$ cat src/rtl/stack_ctrl_pkg.sv
// Shared types for the REDUX-V stack controller: request opcodes, FSM states
// and the default data/address width.
package stack_ctrl_pkg;

  localparam int unsigned BITS_DEF = 8;

  typedef enum logic [1:0] {
    OP_PUSH  = 2'd0,
    OP_POP   = 2'd1,
    OP_PEEK  = 2'd2,
    OP_CLEAR = 2'd3
  } op_e;

  typedef enum logic [2:0] {
    ST_IDLE    = 3'd0,
    ST_PUSH_WR = 3'd1,
    ST_POP_DEC = 3'd2,
    ST_MEM_RD  = 3'd3,
    ST_RD_WAIT = 3'd4,
    ST_RESP    = 3'd5
  } state_e;

endpackage

$ cat src/rtl/stack_ctrl.sv
// Sequencing controller for the REDUX-V stack. Accepts PUSH/POP/PEEK/CLEAR
// over valid/ready, owns the stack pointer and depth counter, drives an
// external single-port synchronous RAM and returns one response per request.
// Overflow/underflow are answered with an error response and leave pointer,
// counter and memory untouched.
module stack_ctrl
  import stack_ctrl_pkg::*;
#(
  parameter int unsigned     BITS    = BITS_DEF,
  parameter int unsigned     DEPTH   = 255,
  parameter logic [BITS-1:0] SP_BASE = '0
) (
  input  logic            clk,
  input  logic            rst_n,
  input  logic            req_valid,
  output logic            req_ready,
  input  logic [1:0]      req_op,
  input  logic [BITS-1:0] req_data,
  output logic            rsp_valid,
  output logic            rsp_err,
  output logic [BITS-1:0] rsp_data,
  output logic [BITS-1:0] mem_addr,
  output logic [BITS-1:0] mem_wdata,
  output logic            mem_we,
  output logic            mem_re,
  input  logic [BITS-1:0] mem_rdata,
  output logic [BITS-1:0] sp,
  output logic            full,
  output logic            empty
);

  // Counter needs one extra bit so DEPTH = 2^BITS is representable.
  localparam int unsigned CW      = BITS + 1;
  localparam logic [CW-1:0] DEPTH_C = CW'(DEPTH);

  state_e          state_q;
  op_e             op_q;
  logic [BITS-1:0] sp_q;
  logic [CW-1:0]   cnt_q;
  logic            req_ready_q;
  logic            rsp_valid_q;
  logic            rsp_err_q;
  logic [BITS-1:0] rsp_data_q;
  logic [BITS-1:0] mem_addr_q;
  logic [BITS-1:0] mem_wdata_q;
  logic            mem_we_q;
  logic            mem_re_q;

  assign req_ready = req_ready_q;
  assign rsp_valid = rsp_valid_q;
  assign rsp_err   = rsp_err_q;
  assign rsp_data  = rsp_data_q;
  assign mem_addr  = mem_addr_q;
  assign mem_wdata = mem_wdata_q;
  assign mem_we    = mem_we_q;
  assign mem_re    = mem_re_q;
  assign sp        = sp_q;
  assign full      = (cnt_q == DEPTH_C);
  assign empty     = (cnt_q == '0);

  // Request FSM with registered strobes, pointer/counter and response.
  always_ff @(posedge clk or negedge rst_n) begin
    if (!rst_n) begin
      state_q     <= ST_IDLE;
      op_q        <= OP_PUSH;
      sp_q        <= SP_BASE;
      cnt_q       <= '0;
      req_ready_q <= 1'b1;
      rsp_valid_q <= 1'b0;
      rsp_err_q   <= 1'b0;
      rsp_data_q  <= '0;
      mem_addr_q  <= '0;
      mem_wdata_q <= '0;
      mem_we_q    <= 1'b0;
      mem_re_q    <= 1'b0;
    end else begin
      // Strobes are single-cycle pulses unless re-armed below.
      mem_we_q    <= 1'b0;
      mem_re_q    <= 1'b0;
      rsp_valid_q <= 1'b0;
      rsp_err_q   <= 1'b0;
      unique case (state_q)
        ST_IDLE: begin
          if (req_valid) begin
            op_q        <= op_e'(req_op);
            req_ready_q <= 1'b0;
            unique case (op_e'(req_op))
              OP_PUSH: begin
                if (full) begin
                  state_q     <= ST_RESP;
                  rsp_valid_q <= 1'b1;
                  rsp_err_q   <= 1'b1;
                  rsp_data_q  <= '0;
                end else begin
                  state_q     <= ST_PUSH_WR;
                  mem_we_q    <= 1'b1;
                  mem_addr_q  <= sp_q;
                  mem_wdata_q <= req_data;
                end
              end
              OP_POP, OP_PEEK: begin
                if (empty) begin
                  state_q     <= ST_RESP;
                  rsp_valid_q <= 1'b1;
                  rsp_err_q   <= 1'b1;
                  rsp_data_q  <= '0;
                end else if (op_e'(req_op) == OP_POP) begin
                  state_q <= ST_POP_DEC;
                end else begin
                  // PEEK reads the top entry, one below the free slot.
                  state_q    <= ST_MEM_RD;
                  mem_re_q   <= 1'b1;
                  mem_addr_q <= sp_q - 1'b1;
                end
              end
              default: begin
                // CLEAR shares the pointer-update cycle with POP.
                state_q <= ST_POP_DEC;
              end
            endcase
          end
        end
        ST_PUSH_WR: begin
          sp_q        <= sp_q + 1'b1;
          cnt_q       <= cnt_q + 1'b1;
          rsp_data_q  <= sp_q + 1'b1;
          state_q     <= ST_RESP;
          rsp_valid_q <= 1'b1;
        end
        ST_POP_DEC: begin
          if (op_q == OP_CLEAR) begin
            sp_q        <= SP_BASE;
            cnt_q       <= '0;
            rsp_data_q  <= SP_BASE;
            state_q     <= ST_RESP;
            rsp_valid_q <= 1'b1;
          end else begin
            // Read address is the decremented pointer.
            sp_q       <= sp_q - 1'b1;
            cnt_q      <= cnt_q - 1'b1;
            mem_re_q   <= 1'b1;
            mem_addr_q <= sp_q - 1'b1;
            state_q    <= ST_MEM_RD;
          end
        end
        ST_MEM_RD: begin
          state_q <= ST_RD_WAIT;
        end
        ST_RD_WAIT: begin
          rsp_data_q  <= mem_rdata;
          state_q     <= ST_RESP;
          rsp_valid_q <= 1'b1;
        end
        ST_RESP: begin
          state_q     <= ST_IDLE;
          req_ready_q <= 1'b1;
        end
        default: begin
          state_q     <= ST_IDLE;
          req_ready_q <= 1'b1;
        end
      endcase
    end
  end

endmodule

$ cat config.mk
export PLATFORM = sky130hd
export DESIGN_NAME = stack_ctrl
export DESIGN_NICKNAME = d
export VERILOG_FILES = /design/src/rtl/stack_ctrl_pkg.sv /design/src/rtl/stack_ctrl.sv
export SDC_FILE = /design/constraint.sdc
export NUM_CORES = 1
export LEC_CHECK = 0
export CAP_MARGIN = 20
export CORE_MARGIN = 1.5
export CORE_UTILIZATION = 40
export DETAILED_ROUTE_END_ITERATION = 8
export GPL_ROUTABILITY_DRIVEN = 0
export PLACE_DENSITY = 0.7
export SYNTH_ARGS = -nofsm -noshare
export SYNTH_HDL_FRONTEND = slang
export SYNTH_SLANG_ARGS = --single-unit
$ cat constraint.sdc
create_clock -name clk -period 2.3 [get_ports clk]
set_input_delay 0.23 -clock clk [delete_from_list [all_inputs] [get_ports clk]]
set_output_delay 0.23 -clock clk [all_outputs]
set_load 0.01 [all_outputs]
==> impl_metrics.yaml <==
power:
  clkPwrFrac: 0.121
  combPwrFrac: 0.566
  seqPwrFrac: 0.313
  internal_power_w: 0.003226
  leakagePower_nw: 1.754
  p_per_area_nw_per_um2: 1334
  swShare: 0.4056
  switching_power_w: 0.002201
  vdd_ir_drop_max_v: 0.0005787
  p_total_w: 0.005427
route:
  drc: 0
  wl_per_cell_um: 15.99
  wirelength_um: 7819
  antenna_left: 0
  routed_via_density: 5.607
  drt-initial-drc-count: 173
  drtPass1Iterations: 4
  vias: 2742
timing:
  slew_violations: 0
  fmax_mhz: 442.8
  layout_min_cycle_time_ns: 2.258
  tightest_slew_ns: 0.6562
  tns_ns: 0
  rsz0062_at_grt: "yes"
  hold_viol: 0
  max-slew-margin-rel: 0.5585
  period_share: 0.9819
  finalSetupViolations: 0
  skew_ns: 0.01164
global_routing:
  grt_max_degree: 52
  antenna_found_initial: 0
  grt_pass1_vias: 2531
  grt_pass1_wl_um: 12480
  track_usage: 0.2007
  grt_overflow: 0
floorplan:
  core_area_um2: 7253
  start_util: 0.4142
  std_cell_rows: 31
  die_w_um: 89.66
  dieArea_um2: 8039
  io_pins: 60
  fp.dieH_um: 89.66
synthesis:
  synth_cell_types: 58
  yosysWarnings: 0
  async_reset_ff_frac: 1.000
  ys_seq_area_frac: 0.4252
  ys_seq_elements: 51
  syn_inst: 309
  synth_nets: 339
  synth_area_um2: 3004
  syn_area_per_cell_um2: 9.722
  synth_ff_type: "dfrtp_1"
  synth_edf_count: 0
cts:
  clock_path_buffers: 2
  clkTransAtPathRegs_ns: 0.10
  cts_buffers: 5
  root_buffer: "clkbuf_8"
  clock_latency_ns: 0.31
  cts_sinks: 51
  htreeDepth: 2
  cts_tree: "done"
flow_run:
  drv_cap: 0
finish:
  layout-drive-gt1-share: 0.2026
  final_area_um2: 4068
  fillerInstances: 665
  synthToLayoutAreaGrowth_pct: 35.40
  antenna_cells: 0
  fin_nets: 419
setup_path:
  endpoint_kind: "register"
  arrival_ns: 2.45
  required_ns: 2.49
  critPathMaxFanout: 8
  reg2reg_slack_ns: 0.04
  cp-start-kind: "register"
  critical_path_class: "register to register"
place:
  dpl-instance-area_um2: 3850
  dp_hpwl_um: 5503
  numPortBuffers: 59
run_status:
  status: "complete, no violations"
hold_path:
  hold_class: "primary input to asynchronous set/reset pin"
## cell families (layout without fill, tap and decap cells)
kind of cell,count (synthesis),in the layout,share of synthesized area
compound gates,82,82,0.1974
xor+xnor,15,15,0.04373
mux,21,21,0.07747
simple gates,94,94,0.1683
fa+ha+maj,10,10,0.04082
buf+inv,36,117,0.04707
flops,51,51,0.4252
## power by group through the flow
| stage | Combinational [W] | Sequential, W | Clock [W] |
|---|---|---|---|
| 2_1_floorplan | 0.00171 | 0.00171 | 0 |
| 3_3_place_gp | 0.00284 | 0.00169 | 0 |
| 5_1_grt | 0.00336 | 0.00177 | 0.000715 |
| 4_1_cts | 0.00297 | 0.00169 | 0.000675 |
| 3_5_place_dp | 0.00290 | 0.00172 | 0 |
| 6_report | 0.00307 | 0.00170 | 0.000655 |
## cell usage after synthesis, types with 5 or more instances
cell type   n  area (um^2)
dfrtp_1    50         1251
nor2_1     23        86.33
nand2_1    21        78.83
mux2_2     18        202.7
a21oi_1    17        85.08
inv_1      16        60.06
o21ai_0    14        70.07
clkbuf_1   13        48.80
xnor2_1    12        105.1
a221o_1     9        90.09
ha_1        9        112.6
and2_1      8        50.05
nand3_1     7        35.03
nor3_1      7        35.03
and3_1      5        31.28
buf_2       5        25.02
o211ai_1    5        37.54
## layout make-up
type	instances	area, um^2	area share
clock inverters	3	47.55	0.01169
repair buffers	93	850.8	0.2092
clock buffers	5	68.82	0.01692
inverters	16	60.06	0.01476
flip-flops and latches	51	1277	0.3141
well taps	99	123.9	0.03045
multi-input cells	222	1639	0.4030
## critical path: stages, from the launching register on
cell and delay, ns:
dfrtp_1 0.40, buf_6 0.14, ha_4 0.14, nand2_2 0.05, nor2_2 0.11, ha_2 0.20
mux2_4 0.16, a21oi_2 0.06, a2111o_1 0.54, a221o_1 0.36
## routing by layer
layer | up-vias | track usage | wire [um]
li1 | 1294 | - | -
met1 | 1325 | 0.2712 | 3506
met2 | 107 | 0.3202 | 3632
met3 | 16 | 0.03839 | 514
met4 | 0 | 0.07413 | 165
met5 | - | 0 | 0
## layout by cell type (no fill, tap or decap), types with 7 or more instances in the layout
cell type and instances:
inv_1 14, a221o_1 9, and2_1 8, nor3_1 7, o21ai_0 14, nand2_1 19
nand3_1 7, dfrtp_1 50, nor2_1 22, clkdlybuf4s50_1 57, a21oi_1 16, xnor2_1 12
buf_4 32, mux2_2 17
## metrics by stage
step / setup slack, ns / instances / utilization / hold WS, ns
floorplan: 0.05748 / 309 / - / -0.06559
global placement: -0.04175 / 476 / 0.5308 / 0.3923
detailed placement: -0.1311 / 476 / 0.5308 / 0.4004
CTS: 0.0001752 / 486 / 0.5505 / 0.05896
global route: -0.05292 / 489 / 0.5608 / 0.1004
finish: 0.04152 / 489 / 0.5608 / 0.02270
## sequential cells by signal, summed over array words and instances, names as in the netlist
name / cells
rsp_err: 1
rsp_data: 8
op_q: 2
state_q: 3
mem_we: 1
mem_wdata: 8
rsp_valid: 1
cnt_q: 9
mem_re: 1
mem_addr: 8
req_ready: 1
sp: 8
## final timing paths
kind                                to  cells past startpoint  startpoint
setup / recovery           rsp_data[5]                      9    cnt_q[1]
hold / removal                cnt_q[6]                      2       rst_n
setup reg to reg           rsp_data[5]                      9    cnt_q[1]
hold reg to reg                op_q[1]                      2     op_q[1]
max in group asynchronous  mem_addr[0]                      2       rst_n
min in group clk               op_q[1]                      2     op_q[1]
## repair_timing
action                                 in CTS  in global routing
endpoints found under the hold margin       0                  0
setup endpoints to repair                   1                 10
buffers inserted                            2                  3
pin swaps                                   0                  8
hold buffers                                0                  0
gates resized for setup                     2                 15
No activity file was read; power rests on OpenSTA's default activity.
